$ cat src/rtl/vote_pkg.sv
// Shared definitions for the vote_tally block: session FSM state encoding.
package vote_pkg;

   typedef enum logic [1:0] {
      IDLE = 2'd0,
      OPEN = 2'd1,
      DONE = 2'd2
   } state_e;

endpackage

$ cat src/rtl/vote_ballot_reg.sv
// Voted bitmap: flags out-of-range or duplicate ballots and reports when every voter has voted.
module vote_ballot_reg #(
   parameter int unsigned N_VOTERS = 3,
   parameter int unsigned IDW      = 2
) (
   input  logic           clk,
   input  logic           reset,
   input  logic           clear,
   input  logic           check,
   input  logic [IDW-1:0] vote_id,
   output logic           accept,
   output logic           reject,
   output logic           all_voted
);

   logic [N_VOTERS-1:0] voted_q;
   logic [N_VOTERS-1:0] voted_d;
   logic [N_VOTERS-1:0] hit;
   logic [N_VOTERS-1:0] set_mask;

   // One-hot decode; an out-of-range ID leaves hit all-zero.
   for (genvar g = 0; g < N_VOTERS; g++) begin : g_hit
      assign hit[g] = (32'(vote_id) == 32'(g));
   end

   always_comb begin
      // NOTE: every output of this block gets a default first, so no latch can be inferred.
      accept    = 1'b0;
      reject    = 1'b0;
      set_mask  = '0;
      voted_d   = voted_q;
      if (check) begin
         accept = (|hit) && !(|(hit & voted_q));
         reject = !accept;
      end
      if (accept) set_mask = hit;
      all_voted = &(voted_q | set_mask);
      if (clear) voted_d = '0;
      else       voted_d = voted_q | set_mask;
   end

   // NOTE: the bitmap is control state, not a data array, so it is reset with the FSM.
   always_ff @(posedge clk or posedge reset) begin
      if (reset) voted_q <= '0;
      else       voted_q <= voted_d;
   end

endmodule

$ cat src/rtl/vote_tally.sv
// Voting session controller: opens on start, tallies one ballot per voter, holds the majority decision.
module vote_tally
   import vote_pkg::*;
#(
   parameter int unsigned N_VOTERS = 3,
   parameter int unsigned IDW      = 2,
   parameter int unsigned CW       = 2
) (
   input  logic           clk,
   input  logic           reset,
   input  logic           start,
   input  logic           vote_valid,
   input  logic [IDW-1:0] vote_id,
   input  logic           vote_val,
   input  logic           close,
   output logic           open,
   output logic [CW-1:0]  yes_cnt,
   output logic [CW-1:0]  no_cnt,
   output logic           result_valid,
   output logic           result,
   output logic           tie,
   output logic           err
);

   localparam logic [CW:0] N_CMP = (CW+1)'(N_VOTERS);

   state_e        state_q;
   logic [CW-1:0] yes_q, no_q;
   logic [CW-1:0] yes_d, no_d;
   logic          result_q, tie_q, err_q;
   logic          in_open, clear;
   logic          accept, reject, all_voted;
   logic [CW:0]   twice_yes;

   assign in_open = (state_q == OPEN);
   assign clear   = start && !in_open;

   vote_ballot_reg #(
      .N_VOTERS (N_VOTERS),
      .IDW      (IDW)
   ) u_ballot (
      .clk       (clk),
      .reset     (reset),
      .clear     (clear),
      .check     (vote_valid && in_open),
      .vote_id   (vote_id),
      .accept    (accept),
      .reject    (reject),
      .all_voted (all_voted)
   );

   assign yes_d = yes_q + CW'(accept && vote_val);
   assign no_d  = no_q  + CW'(accept && !vote_val);

   // Doubling in CW+1 bits cannot overflow, and the decision sees the vote accepted on the closing edge.
   assign twice_yes = {yes_d, 1'b0};

   // NOTE: sequential state uses non-blocking assignments so every register samples pre-edge values.
   always_ff @(posedge clk or posedge reset) begin
      if (reset) begin
         state_q  <= IDLE;
         yes_q    <= '0;
         no_q     <= '0;
         result_q <= 1'b0;
         tie_q    <= 1'b0;
         err_q    <= 1'b0;
      end else begin
         err_q <= reject;
         case (state_q)
            IDLE, DONE: begin
               if (start) begin
                  state_q  <= OPEN;
                  yes_q    <= '0;
                  no_q     <= '0;
                  result_q <= 1'b0;
                  tie_q    <= 1'b0;
               end
            end
            OPEN: begin
               yes_q <= yes_d;
               no_q  <= no_d;
               if (all_voted || close) begin
                  state_q  <= DONE;
                  result_q <= (twice_yes > N_CMP);
                  tie_q    <= (twice_yes == N_CMP);
               end
            end
            default: state_q <= IDLE;
         endcase
      end
   end

   assign open         = in_open;
   assign result_valid = (state_q == DONE);
   assign yes_cnt      = yes_q;
   assign no_cnt       = no_q;
   assign result       = result_q;
   assign tie          = tie_q;
   assign err          = err_q;

endmodule
$ cat config.mk
export PLATFORM = sky130hd
export DESIGN_NAME = vote_tally
export DESIGN_NICKNAME = d
export VERILOG_FILES = /design/src/rtl/vote_pkg.sv /design/src/rtl/vote_ballot_reg.sv /design/src/rtl/vote_tally.sv
export SDC_FILE = /design/constraint.sdc
export NUM_CORES = 1
export LEC_CHECK = 0
export ABC_AREA = 1
export ABC_CLOCK_PERIOD_IN_PS = 4000
export BUFFER_PORTS_ARGS = -buffer_cell sky130_fd_sc_hd__buf_2
export CAP_MARGIN = 20
export CELL_PAD_IN_SITES_DETAIL_PLACEMENT = 1
export CELL_PAD_IN_SITES_GLOBAL_PLACEMENT = 2
export CORE_ASPECT_RATIO = 0.9
export CORE_MARGIN = 8
export CORE_UTILIZATION = 29
export CTS_CLUSTER_DIAMETER = 80
export CTS_CLUSTER_SIZE = 24
export DETAILED_ROUTE_END_ITERATION = 10
export GPL_TIMING_DRIVEN = 0
export PLACE_DENSITY = 0.88
export SLEW_MARGIN = 20
export SYNTH_ARGS = -nofsm -noshare
export SYNTH_HDL_FRONTEND = slang
export SYNTH_SLANG_ARGS = --single-unit
$ cat constraint.sdc
create_clock -name clk -period 4 [get_ports clk]
set_clock_uncertainty 0.1 [all_clocks]
set_input_delay 0.4 -clock clk [delete_from_list [all_inputs] [get_ports clk]]
set_output_delay 0.4 -clock clk [all_outputs]
set_load 0.05 [all_outputs]
==> results of run 1 <==
==> routing by layer <==
metal,share of wire,wire length (um),global-route usage,vias to the layer above
met5,0,0,0,-
met4,0.019,29,0.0652,0
met3,0.040,62,0.0225,4
met2,0.47,743,0.143,11
met1,0.47,730,0.109,255
li1,-,-,-,291
==> worst max-delay path by stage <==
stage | startpoint | end | slack, ns
after floorplan | vote_id[0] | result$_DFFE_PP0P_ | 2.19
after global placement | vote_id[0] | result$_DFFE_PP0P_ | 1.94
after detailed placement | vote_id[0] | result$_DFFE_PP0P_ | 1.89
after CTS | state_q[0]$_DFFE_PP0P_ | result$_DFFE_PP0P_ | 2.07
after global routing | state_q[0]$_DFFE_PP0P_ | result$_DFFE_PP0P_ | 1.95
final | state_q[0]$_DFFE_PP0P_ | result$_DFFE_PP0P_ | 2.08
==> registers in the layout, indices dropped and copies added (netlist names) <==
signal,count
result,1
state_q,2
yes_cnt,2
no_cnt,2
u_ballot.voted_q,3
err,1
==> power breakdown <==
group          internal, mW  switching [mW]  total, mW  leakage [nW]
registers             0.131          0.0149      0.146         0.149
clock network        0.0387          0.0419     0.0806        0.0150
logic                0.0461           0.142      0.188         0.309
total                 0.216           0.199      0.415         0.473
==> cell families after synthesis <==
family	count (synthesis)
simple gates	46
compound gates	6
buf+inv	16
flops	11
other cells	1
fa+ha+maj	2
==> cell usage in the layout, fill, tap and decap left out <==
| cell | Yosys | layout |
|---|---|---|
| a21boi_0 | 1 | 1 |
| nand3_2 | 1 | 1 |
| inv_1 | 12 | 12 |
| clkbuf_1 | 1 | 2 |
| a21oi_1 | 4 | 4 |
| ha_1 | 2 | 2 |
| nand2_4 | 1 | 1 |
| nand3_1 | 5 | 5 |
| and3_2 | 1 | 1 |
| nand2_2 | 3 | 3 |
| nor2_1 | 9 | 9 |
| or2_1 | 1 | 1 |
| conb_1 | 1 | 1 |
| nand4_1 | 3 | 3 |
| or2_2 | 1 | 1 |
| buf_2 | 0 | 15 |
| nor2_8 | 1 | 1 |
| dfrtp_1 | 11 | 11 |
| o21ai_0 | 1 | 1 |
| buf_4 | 1 | 1 |
| clkbuf_4 | 0 | 3 |
| nand2_1 | 20 | 20 |
| inv_2 | 2 | 2 |
==> final cells by class <==
type                            count  area, um2  share of cell area
Multi-Input combinational cell     55        294               0.383
Tap cell                           27       33.8              0.0440
Inverter                           14       52.6              0.0684
Sequential cell                    11        275               0.358
Timing Repair Buffer               15       75.1              0.0977
Buffer                              2       11.3              0.0147
Clock buffer                        4       26.3              0.0342
==> impl_metrics.ini, run 1 <==
[clocking]
cts_buffers = 3
htreeDepth = 1
clockBufferDepth = 2
cts_resized = 0
post_cts_buffers = 0
root_buffer = clkbuf_4
clock_latency_ns = 0.27
cts_sinks = 11
hold_buffers = 0
cts.clk_slew.worst_paths_ns = 0.08
cts_tree = built

[timing]
fin_hold_ws_ns = 0.0169
setup_viol = 0
layout_setup_ws_ns = 2.08
finalSetupTns_ns = 0
slew_violations = 0
fin_crit_ns = 1.92
rsz0062_at_grt = false
finalHoldViolations = 0
post-route-period-util = 0.479
fmax_ghz = 0.522

[final_layout]
fillerInstances = 283
nets = 112
drive_above_1_share = 0.287
syn_to_final_growth_pct = 21.3
final_area_um2 = 768
num_antenna_cells = 0
fin_util = 0.362
fin_cells = 128

[routing]
routedWlPerCell_um = 12.2
post_drt_via_cell_ratio = 4.38
first_pass_iters = 4
finalWirelength_mm = 1.57
vias = 561
drt_iter0_drc = 2
antenna_left = 0
drc_errors = 0

[synthesis]
yosysTopAreaCell = dfrtp_1
yosysUniqueCellTypes = 21
synth-xor-area-share = 0
synth_top_cell_area_share = 0.435
syn-instance-count = 82
synth_area_um2 = 633
ys_seq_area_frac = 0.435
synthMuxAreaShare = 0
synth_area_leaders = dfrtp_1 (43%), nand2_1 (12%), inv_1 (7.1%)
synth_top_family_by_area = simple AND/OR/NAND/NOR gates
syn_area_per_cell_um2 = 7.72
synth_most_common_cell = nand2_1
synth_common_cells = nand2_1 (20), inv_1 (12), dfrtp_1 (11)
synth_top_flop_cell = dfrtp_1
synth_compound_area_frac = 0.0514
synthAdderAreaFrac = 0.0395
synth_edf_count = 0
synth_seq_cells = 11
synth_nets = 92
synthSimpleGateAreaFrac = 0.368
synthArstFlopShare = 1.00
yosys_warnings = 0

[setup_path]
crit_cells = 11
cp.required_ns = 4.07
slowest_delay_ns = 0.42
reg2regPathDepth = 11
crit_fanout = 8
end_kind = register
arrival_ns = 1.99
cp-start-kind = register
worstReg2RegEnd = result$_DFFE_PP0P_
cp_slowest_cell = dfrtp_1
crit_chain = nand2_4 > nor2_8 > and3_2 > inv_1 > nor2_1 > ha_1 > or2_2 > nand3_1 > inv_1 > nand3_1 > nand2_1
r2r_slack_ns = 2.08
crit_type = register to register
path_buf_inv = 2
path_delay_family = simple AND/OR/NAND/NOR gates
reg2reg_from = state_q[0]$_DFFE_PP0P_

[placement]
post-place-ws_ns = 1.89
place.gp.congestion = 0.716
dp_cells = 124
numPortBuffers = 15
hpwl_mm = 1.24
place_area_um2 = 742

[pwr]
ir_drop_mv = 0.187
power_leakage_nw = 0.473
finalPower_mw = 0.415
p_per_area_mw_per_mm2 = 540

[grt]
grt_overflow = 0
grt_max_degree = 12
first_global_vias = 583
grt_pass1_wl_mm = 2.73
antenna_found_initial = 0
track_usage = 0.0921

[status]
status = finished, final reports clean

[floorplanning]
dieWidth_um = 65.3
coreArea_mm2 = 0.00212
rows = 16
dieArea_mm2 = 0.00394
start_util = 0.298
die_y_um = 60.3
ios = 17

[hold_path]
holdCritPathClass = input pin to async pin

[run]
drv_cap = 0
Note: power is estimated with default switching activity, not from simulation.
==> run 2, diff against run 1 <==
--- a/config.mk
+++ b/config.mk
@@ -5,8 +5,8 @@
 export SDC_FILE = /design/constraint.sdc
 export NUM_CORES = 1
 export LEC_CHECK = 0
-export ABC_AREA = 1
-export ABC_CLOCK_PERIOD_IN_PS = 4000
+export ABC_AREA = 0
+export ABC_CLOCK_PERIOD_IN_PS = 1950
 export BUFFER_PORTS_ARGS = -buffer_cell sky130_fd_sc_hd__buf_2
 export CAP_MARGIN = 20
 export CELL_PAD_IN_SITES_DETAIL_PLACEMENT = 1
@@ -18,7 +18,7 @@
 export CTS_CLUSTER_SIZE = 24
 export DETAILED_ROUTE_END_ITERATION = 10
 export GPL_TIMING_DRIVEN = 0
-export PLACE_DENSITY = 0.88
+export PLACE_DENSITY = 0.83
 export SLEW_MARGIN = 20
 export SYNTH_ARGS = -nofsm -noshare
 export SYNTH_HDL_FRONTEND = slang
==> constraint.sdc (replaced) <==
create_clock -name clk -period 1.95 [get_ports clk]
set_clock_uncertainty 0.1 [all_clocks]
set_input_delay 0.195 -clock clk [delete_from_list [all_inputs] [get_ports clk]]
set_output_delay 0.195 -clock clk [all_outputs]
set_load 0.05 [all_outputs]
==> impl_metrics.ini, run 2 <==
[clocking]
cts_tree = built
cts_buffers = 3
htreeDepth = 1
clock_latency_ns = 0.27
cts.clk_slew.worst_paths_ns = 0.08
cts_sinks = 11
root_buffer = clkbuf_4
clockBufferDepth = 2

[grt]
first_global_vias = 615
grt_overflow = 0
grt_max_degree = 12
grt_pass1_wl_mm = 2.80
antenna_found_initial = 0
track_usage = 0.0906

[synthesis]
yosysUniqueCellTypes = 24
synth_common_cells = dfrtp_1 (11), inv_1 (8), a21oi_1 (5), nand2b_1 (5)
syn-instance-count = 68
synth_top_cell_area_share = 0.431
yosys_warnings = 0
synthArstFlopShare = 1.00
synth_most_common_cell = dfrtp_1
syn_area_per_cell_um2 = 9.38
synth_top_flop_cell = dfrtp_1
synth_area_leaders = dfrtp_1 (43%), nand2b_1 (4.9%), inv_1 (4.7%)
synth_edf_count = 0
synth_nets = 78
synth_area_um2 = 638
synth_seq_cells = 11
yosysTopAreaCell = dfrtp_1
ys_seq_area_frac = 0.431

[pwr]
power_leakage_nw = 0.414
ir_drop_mv = 0.511
finalPower_mw = 1.16
p_per_area_mw_per_mm2 = 1390

[routing]
vias = 570
first_pass_iters = 4
post_drt_via_cell_ratio = 4.87
routedWlPerCell_um = 15.3
finalWirelength_mm = 1.79
drc_errors = 0
antenna_left = 0
drt_iter0_drc = 2

[final_layout]
area.sequential_um2 = 278
largest_register_ffs = 3
multi_input_area_um2 = 353
final_common_cell = buf_2
nets = 101
syn_to_final_growth_pct = 31.6
drive_above_1_share = 0.367
num_antenna_cells = 0
fin_util = 0.396
final_cell_mix = buf_2 (15), dfrtp_1 (9), inv_1 (7)
regMostFlops = u_ballot.voted_q
fillerInstances = 263

[setup_path]
crit_chain = mux2_4 > o22ai_4 > nand3_2 > nor2_2 > ha_1 > mux2_2 > a22o_1
end_kind = register
cp_slowest_cell = dfrtp_1
crit_type = register to register
cp-start-kind = register
cp.required_ns = 2.01
arrival_ns = 1.98
path_delay_family = multiplexers
path_buf_inv = 0
crit_fanout = 3
slowest_delay_ns = 0.40

[timing]
slew_violations = 0
finalHoldViolations = 0
setup_viol = 0
rsz0062_at_grt = true
fin_crit_ns = 1.91
finalSetupTns_ns = 0
post-route-period-util = 0.980
fmax_ghz = 0.523

[floorplanning]
dieArea_mm2 = 0.00396
coreArea_mm2 = 0.00212
die_y_um = 60.5
rows = 16
dieWidth_um = 65.4
start_util = 0.301
ios = 17

[placement]
hpwl_mm = 1.23
place.gp.congestion = 0.801
numPortBuffers = 15

[hold_path]
holdCritPathClass = input pin to register

[run]
drv_cap = 0

[status]
status = finished, final reports clean
## run 2: cell families (layout without fill, tap and decap cells)
group | after synthesis | after routing | synth area share
other cells | 1 | 1 | 0.00588
flops | 11 | 11 | 0.431
simple gates | 20 | 20 | 0.176
compound gates | 19 | 19 | 0.198
fa+ha+maj | 2 | 2 | 0.0392
mux | 3 | 3 | 0.0510
xor+xnor | 2 | 2 | 0.0275
buf+inv | 10 | 32 | 0.0706
## run 2: power breakdown
group	leakage, nW	total, mW	internal [mW]	switching [mW]
Clock	0.0150	0.161	0.0791	0.0823
Combinational	0.254	0.628	0.226	0.401
Sequential	0.145	0.375	0.300	0.0753
Total	0.414	1.16	0.605	0.559
## run 2: final cells by class
cell class | count | share of cell area
multi-input cells | 47 | 0.420
flip-flops and latches | 11 | 0.331
repair buffers | 18 | 0.119
inverters | 8 | 0.0402
well taps | 27 | 0.0402
clock buffers | 4 | 0.0313
plain buffers | 2 | 0.0179
## run 2: metrics by stage
| stage | instances | worst slack [ns] | area [um2] | hold WS (ns) |
|---|---|---|---|---|
| after CTS | 116 | 0.00338 | 815 | 0.0593 |
| after floorplan | 68 | 0.0143 | 654 | -0.0526 |
| after global placement | 110 | -0.0809 | 763 | 0.110 |
| after global routing | 117 | -0.0537 | 840 | 0.0905 |
| final | 117 | 0.0382 | 840 | 0.0830 |
| after detailed placement | 110 | -0.141 | 763 | 0.113 |
## run 2: routing by layer
metal  track usage  routed length (um)
met3        0.0129                  54
met1         0.108                 824
met4        0.0559                  18
met2         0.151                 888
met5             0                   0
## run 2: what timing repair did
item                                    in CTS  in global routing
gates cloned                                 0                  0
buffers inserted                             1                  1
hold endpoints to repair                    11                  0
pin swaps                                    1                  0
endpoints found under the setup margin       2                  2
hold buffers                                 1                  0
gates resized for setup                      2                  5
## run 2: final timing paths
kind | from | to | slack (ns) | depth (start not counted)
worst max-delay path | u_ballot.voted_q[0]$_DFF_PP0_ | no_cnt[0]$_DFFE_PP0P_ | 0.04 | 7
worst min-delay path | start | u_ballot.voted_q[0]$_DFF_PP0_ | 0.08 | 2
worst max register to register | u_ballot.voted_q[0]$_DFF_PP0_ | no_cnt[0]$_DFFE_PP0P_ | 0.04 | 7
worst min register to register | yes_cnt[0]$_DFFE_PP0P_ | yes_cnt[0]$_DFFE_PP0P_ | 0.44 | 1
max in group asynchronous | reset | u_ballot.voted_q[2]$_DFF_PP0_ | 1.06 | 3
min in group asynchronous | reset | result$_DFFE_PP0P_ | 0.36 | 3
